===== config.mk =====
export PLATFORM = sky130hd
export DESIGN_NAME = even_parity_serial_tx
export DESIGN_NICKNAME = d
export VERILOG_FILES = /design/src/rtl/even_parity_pkg.sv /design/src/rtl/even_parity_gen.sv /design/src/rtl/even_parity_serial_tx.sv
export SDC_FILE = /design/constraint.sdc
export NUM_CORES = 1
export LEC_CHECK = 0
export ABC_AREA = 1
export CAP_MARGIN = 5
export CORE_MARGIN = 3
export CORE_UTILIZATION = 29
export CTS_CLUSTER_DIAMETER = 60
export DETAILED_ROUTE_END_ITERATION = 6
export PLACE_DENSITY_LB_ADDON = 0.1
export SLEW_MARGIN = 20
export SYNTH_ARGS = -nofsm -noshare
export SYNTH_HDL_FRONTEND = slang
export SYNTH_SLANG_ARGS = --single-unit

===== constraint.sdc =====
create_clock -name clk -period 1.2 [get_ports clk]
set_clock_uncertainty 0.1 [all_clocks]
set_input_delay 0.12 -clock clk [delete_from_list [all_inputs] [get_ports clk]]
set_output_delay 0.12 -clock clk [all_outputs]
set_load 0.05 [all_outputs]

===== src/rtl/even_parity_pkg.sv =====
// Shared types and sizing helpers for the even-parity serial transmitter.
// Latency: n/a. Backpressure: n/a.
package even_parity_pkg;

    typedef enum logic [1:0] {
        IDLE = 2'd0,
        DATA = 2'd1,
        PAR  = 2'd2
    } state_t;

    // Bit-index register width; a 1-bit word still needs a 1-bit index.
    function automatic int idx_w(input int data_w);
        return (data_w > 1) ? $clog2(data_w) : 1;
    endfunction

    // Serial frame length: the data bits plus the trailing parity bit.
    function automatic int frame_w(input int data_w);
        return data_w + 1;
    endfunction

endpackage


===== src/rtl/even_parity_gen.sv =====
// Even-parity generator: p is the XOR of all data bits.
// Latency: combinational. Backpressure: none.
module even_parity_gen
    import even_parity_pkg::*;
#(
    parameter int DATA_W = 3
) (
    input  logic [DATA_W-1:0] data,
    output logic              p
);

    assign p = ^data;

endmodule


===== src/rtl/even_parity_serial_tx.sv =====
// Serialises a parallel word MSB-first followed by its even-parity bit.
// Latency: first bit one cycle after accept. Backpressure: tx_ready low freezes all outputs.
module even_parity_serial_tx
    import even_parity_pkg::*;
#(
    parameter int DATA_W = 3,
    parameter int CNT_W  = 8
) (
    input  logic              clk,
    input  logic              rst,
    input  logic [DATA_W-1:0] in_data,
    input  logic              in_valid,
    output logic              in_ready,
    output logic              tx_bit,
    output logic              tx_valid,
    input  logic              tx_ready,
    output logic              tx_last,
    output logic [CNT_W-1:0]  frames_sent
);

    localparam int IDX_W = idx_w(DATA_W);
    localparam logic [IDX_W-1:0] IDX_LOAD = IDX_W'(DATA_W - 1);

    state_t            state;
    logic [DATA_W-1:0] shift_q;
    logic [DATA_W-1:0] shift_nxt;
    logic [IDX_W-1:0]  idx_q;
    logic              par_q;
    logic              par_in;
    logic              in_xfer;

    even_parity_gen #(
        .DATA_W (DATA_W)
    ) u_gen (
        .data (in_data),
        .p    (par_in)
    );

    // The parity slot can hand over to the next word on the edge its bit leaves.
    assign in_ready  = (state == IDLE) || ((state == PAR) && tx_ready);
    assign in_xfer   = in_valid && in_ready;
    assign shift_nxt = shift_q << 1;

    always_ff @(posedge clk) begin
        if (rst) begin
            state       <= IDLE;
            shift_q     <= '0;
            idx_q       <= '0;
            par_q       <= 1'b0;
            tx_bit      <= 1'b0;
            tx_valid    <= 1'b0;
            tx_last     <= 1'b0;
            frames_sent <= '0;
        end else begin
            case (state)
                IDLE: begin
                    if (in_xfer) begin
                        state    <= DATA;
                        shift_q  <= in_data;
                        par_q    <= par_in;
                        idx_q    <= IDX_LOAD;
                        tx_bit   <= in_data[DATA_W-1];
                        tx_valid <= 1'b1;
                        tx_last  <= 1'b0;
                    end
                end
                DATA: begin
                    if (tx_ready) begin
                        if (idx_q == '0) begin
                            state   <= PAR;
                            tx_bit  <= par_q;
                            tx_last <= 1'b1;
                        end else begin
                            shift_q <= shift_nxt;
                            idx_q   <= idx_q - IDX_W'(1);
                            tx_bit  <= shift_nxt[DATA_W-1];
                        end
                    end
                end
                PAR: begin
                    if (tx_ready) begin
                        frames_sent <= frames_sent + CNT_W'(1);
                        if (in_xfer) begin
                            state    <= DATA;
                            shift_q  <= in_data;
                            par_q    <= par_in;
                            idx_q    <= IDX_LOAD;
                            tx_bit   <= in_data[DATA_W-1];
                            tx_valid <= 1'b1;
                            tx_last  <= 1'b0;
                        end else begin
                            state    <= IDLE;
                            tx_bit   <= 1'b0;
                            tx_valid <= 1'b0;
                            tx_last  <= 1'b0;
                        end
                    end
                end
                default: begin
                    state    <= IDLE;
                    tx_valid <= 1'b0;
                    tx_last  <= 1'b0;
                    tx_bit   <= 1'b0;
                end
            endcase
        end
    end

endmodule


==> results of run 1 <==
-- cells in the final DEF, fill, tap and decap left out, types with 3 or more instances in the layout --
| cell | netlist | final |
|---|---|---|
| nor2_1 | 16 | 13 |
| nand2_4 | 0 | 3 |
| o21ai_0 | 3 | 3 |
| clkbuf_4 | 0 | 3 |
| clkdlybuf4s50_1 | 0 | 5 |
| nor2_4 | 2 | 4 |
| buf_4 | 0 | 16 |
| nand3_4 | 1 | 3 |
| nand3_2 | 1 | 4 |
| nand2_1 | 44 | 38 |
| nand2_2 | 2 | 5 |
| dfxtp_1 | 17 | 6 |
| dfxtp_2 | 0 | 3 |
| buf_12 | 0 | 12 |
| a21oi_1 | 11 | 9 |
| inv_2 | 3 | 8 |
| nand3_1 | 12 | 7 |
| inv_1 | 19 | 13 |
| buf_6 | 0 | 6 |
| dfxtp_4 | 0 | 8 |
-- flip-flops by register name, summed over array words and instances, names as in the netlist --
name         cells
tx_last          1
par_q            1
frames_sent      8
shift_q          2
idx_q            2
tx_valid         1
state            1
tx_bit           1
-- layer usage --
layer	GRT usage, %	vias up	routed length (um)
met1	16.2	447	1160
met2	20.9	12	1150
met5	0	-	0
met3	1.60	4	44
met4	5.66	0	38
li1	-	530	-
-- report_power, final --
part	internal (mW)	total, mW	switching, mW	leakage [nW]
Clock	0.129	0.323	0.193	0.0150
Combinational	0.216	0.461	0.245	0.567
Sequential	0.587	0.618	0.0309	0.146
Total	0.933	1.40	0.469	0.728
-- repair_timing --
action                     CTS  global route
setup buffers                1             5
resized for setup           21            28
pin swaps                    5            12
setup endpoints to repair   10            19
-- final timing paths --
path | depth (start not counted) | startpoint | end
max | 5 | state[0] | in_ready
min | 3 | tx_ready | frames_sent[0]
max reg2reg | 7 | state[0] | idx_q[1]
min reg2reg | 2 | shift_q[0] | shift_q[0]
-- metrics by stage --
stage          setup TNS [ns]  hold WS (ns)
6_report               -0.349         0.179
4_1_cts                -0.366         0.367
3_3_place_gp            -3.80         0.358
5_1_grt                 -1.30         0.187
2_1_floorplan          -0.427         0.187
3_5_place_dp            -3.88         0.361
-- cell type report --
| cell class | instances | area [um2] | area share [%] |
|---|---|---|---|
| multi-input cells | 102 | 642 | 38.3 |
| repair buffers | 40 | 490 | 29.2 |
| flip-flops and latches | 17 | 374 | 22.3 |
| inverters | 22 | 90.1 | 5.37 |
| well taps | 44 | 55.1 | 3.28 |
| clock buffers | 4 | 26.3 | 1.57 |
-- kinds of logic after synthesis --
family	Yosys count	synth area share, %
fa+ha+maj	2	2.64
simple gates	81	39.8
xor+xnor	2	1.85
compound gates	17	10.7
flops	17	35.9
buf+inv	23	9.10
-- critical path, cell delays in order (launching register included) --
cell	delay (ns)
dfxtp_4	0.38
inv_8	0.08
buf_6	0.09
nand2_2	0.04
inv_2	0.07
buf_12	0.13
==> results.json, run 1 <==
{
  "cp-end-kind": "output pin",
  "hold_viol_final": 0,
  "portBuffers": 18,
  "syn_area_um2": 948,
  "ys_ff_latch": 17,
  "first_global_vias": 976,
  "rows": 20,
  "firstDrtPassIters": 4,
  "start_util_pct": 30.8,
  "nFillCells": 300,
  "rrSetupSlack_ns": -0.06,
  "core_mm2": 0.00308,
  "dp.cells": 219,
  "powerDensity_mw_per_mm2": 835,
  "clk_pin_slew_ns": 0.10,
  "dp_hpwl_um": 1730,
  "yosysMostFrequentCell": "nand2_1",
  "clock_latency_ns": 0.29,
  "avgViaCountPerCell": 4.34,
  "ys_seq_area_share_pct": 35.9,
  "min_period_ns": 1.31,
  "area_growth_pct": 76.9,
  "fin_area_mm2": 0.00168,
  "synth_cell_type_count": 21,
  "gp_congestion": 0.795,
  "drtAntennaViolNets": 0,
  "yosysWarnings": 0,
  "synth_commonest_cells": "nand2_1 (44), inv_1 (19), dfxtp_1 (17), nor2_1 (16), nand3_1 (12)",
  "synth_edf_count": 0,
  "fin_cells": 229,
  "dpl_worst_slack_ns": -0.285,
  "critPathLaunchType": "flip-flop",
  "route.detailed.drc": 0,
  "die_y_um": 63.2,
  "violations": "setup timing",
  "ctsHtreeMaxLevel": 1,
  "worstMarginPinSlew_ns": 0.266,
  "cts_hold_buf": 0,
  "worstPathRequired_ns": 0.98,
  "p_leak_nw": 0.728,
  "drive_above_1_share_pct": 44.9,
  "rsz0062_at_grt": "true",
  "grt_overflow": 0,
  "synth_fp_nets": 151,
  "cp.arrival_ns": 1.09,
  "maxCapViolations": 0,
  "grt_first_pass_wirelength_um": 4120,
  "status": "finished with violations",
  "synthCells": 142,
  "grtUsageTotal_pct": 12.6,
  "drtIter0Drc": 20,
  "setup_viol": 8,
  "cts.root.buffer_cell": "clkbuf_4",
  "worst-path-max-fanout": 5,
  "finalWorstSetupSlack_ns": -0.110,
  "clock-sinks": 17,
  "post-route-util_pct": 54.5,
  "crit_type": "reg2out",
  "syn_avg_cell_area_um2": 6.68,
  "post-route-period-util_pct": 109,
  "slew_headroom_pct": 82.3,
  "top_level_ports": 19,
  "drt_wl_total_um": 2390,
  "numCtsBuffers": 3,
  "placed_area_mm2": 0.00144,
  "synth_top_cell_area_share_pct": 35.9,
  "synth_ff_type": "dfxtp_1",
  "cts_tree": "built",
  "cts_buffer_depth": 2,
  "async_reset_ff_share_pct": 0,
  "synth_area_leaders": "dfxtp_1 (36%), nand2_1 (17%), inv_1 (7.5%)",
  "dr_total_vias": 993,
  "finalPower_mw": 1.40,
  "die_area_mm2": 0.00399,
  "n_antenna_cell": 0,
  "grt_max_degree": 10,
  "slew_viol_final": 0,
  "wire_per_inst_um": 10.4,
  "max_freq_mhz": 763,
  "nets": 195,
  "yosysTopAreaCell": "dfxtp_1",
  "hp-class": "in2reg",
  "peakVddDrop_uv": 517,
  "die_w_um": 63.2,
  "antenna_found_initial": 0
}
No activity file was read; power rests on OpenSTA's default activity.
==> run 2: changes to the inputs <==
CELL_PAD_IN_SITES_DETAIL_PLACEMENT = 1   (was default)
CELL_PAD_IN_SITES_GLOBAL_PLACEMENT = 2   (was default)
CORE_UTILIZATION = 24   (was 29)
==> results.json, run 2 (same netlist as run 1, synthesis figures left out) <==
{
  "core_mm2": 0.00374,
  "critPathLaunchType": "flip-flop",
  "cts_hold_buf": 0,
  "wire_per_inst_um": 12.2,
  "setup_viol": 12,
  "grt_max_degree": 10,
  "route.detailed.drc": 0,
  "clk_pin_slew_ns": 0.07,
  "nFillCells": 470,
  "layout.area.seq_um2": 368,
  "clock_latency_ns": 0.25,
  "hp-class": "in2reg",
  "cp.arrival_ns": 1.09,
  "status": "finished with violations",
  "crit_type": "reg2out",
  "ctsHtreeMaxLevel": 1,
  "first_global_vias": 1070,
  "worstMarginPinSlew_ns": 0.266,
  "cp-end-kind": "output pin",
  "finalPower_mw": 1.56,
  "cts_tree": "built",
  "drt_wl_total_um": 2930,
  "start_util_pct": 25.3,
  "min_period_ns": 1.31,
  "rows": 22,
  "portBuffers": 18,
  "nets": 202,
  "rsz0062_at_grt": "true",
  "worst-path-max-fanout": 4,
  "p_leak_nw": 0.773,
  "drive_above_1_share_pct": 50.0,
  "drtIter0Drc": 22,
  "antenna_found_initial": 0,
  "die_w_um": 68.9,
  "die_y_um": 68.9,
  "maxCapViolations": 0,
  "cts_buffer_depth": 2,
  "firstDrtPassIters": 2,
  "die_area_mm2": 0.00474,
  "slew_headroom_pct": 82.2,
  "reg2regPathDepth": 8,
  "numCtsBuffers": 3,
  "min_path_cells": 4,
  "grt_first_pass_wirelength_um": 4640,
  "dr_total_vias": 1039,
  "slew_viol_final": 0,
  "grt_overflow": 0,
  "max_freq_mhz": 766,
  "layout_common_cells": "nand2_1 (33), buf_4 (16), inv_1 (14), buf_6 (13), buf_12 (12)",
  "area_growth_pct": 89.4,
  "peakVddDrop_uv": 426,
  "clock-sinks": 17,
  "worstPathRequired_ns": 0.98,
  "n_antenna_cell": 0,
  "drtAntennaViolNets": 0,
  "finalWorstSetupSlack_ns": -0.105,
  "largest_register_ffs": 8,
  "reg_top3": "frames_sent x8, idx_q x2, shift_q x2",
  "dp_hpwl_um": 2150,
  "fin_area_mm2": 0.00180,
  "placed_area_mm2": 0.00146,
  "grtUsageTotal_pct": 13.2,
  "cts.root.buffer_cell": "clkbuf_8",
  "powerDensity_mw_per_mm2": 870,
  "avgViaCountPerCell": 4.33,
  "post-route-period-util_pct": 109,
  "top_register": "frames_sent",
  "final_common_cell": "nand2_1",
  "hold_viol_final": 0,
  "fin_setup_tns_ns": -0.682,
  "violations": "setup timing",
  "top_level_ports": 19,
  "multiInputGateArea_um2": 667,
  "gp_congestion": 0.686
}
## run 2: layout make-up
type                       count  area share (%)
multi-input combinational    102            37.1
inverter                      22            4.87
tap                           48            3.34
clock buffer                   4            2.51
sequential                    17            20.5
timing repair buffer          47            31.7
## run 2: repair_timing
item / 4_1_cts / 5_1_grt
setup buffers: 4 / 7
resized for setup: 17 / 46
setup endpoints to repair: 15 / 18
endpoints found under the hold margin: 0 / 0
pin swaps: 5 / 19
## run 2: worst paths after layout
path,startpoint,to,slack (ns)
min reg2reg,idx_q[0],idx_q[0],0.38
min,tx_ready,frames_sent[2],0.31
max,state[0],in_ready,-0.11
max reg2reg,state[0],idx_q[1],-0.11
## run 2: power by group
group          switching, mW  leakage, nW  internal (mW)
clock network          0.206       0.0228          0.236
logic                  0.264        0.604          0.239
registers             0.0293        0.145          0.589
total                  0.499        0.773           1.06
## run 2: worst max-delay path, cell delays in order (launching register included)
cell and delay, ns:
dfxtp_2 0.35, inv_4 0.05, buf_6 0.12, nand3_4 0.06, nand2_2 0.05, inv_2 0.07, buf_12 0.13
## run 2: per-stage QoR
| step | utilization [%] | setup slack [ns] | instances | hold slack (ns) |
|---|---|---|---|---|
| after floorplan | - | -0.131 | 142 | 0.187 |
| after global placement | 39.1 | -0.283 | 225 | 0.357 |
| after detailed placement | 39.1 | -0.308 | 225 | 0.370 |
| after CTS | 42.4 | -0.124 | 233 | 0.385 |
| after global routing | 48.0 | -0.170 | 240 | 0.355 |
| final | 48.0 | -0.105 | 240 | 0.311 |
## run 2: layer usage
metal	up-vias	global-route usage (%)	wire length [um]	share of wire (%)
li1	543	-	-	-
met2	12	21.9	1460	50
met1	479	16.6	1330	45
met5	-	0	0	0
met3	5	2.11	89	3.0
met4	0	5.84	48	1.6
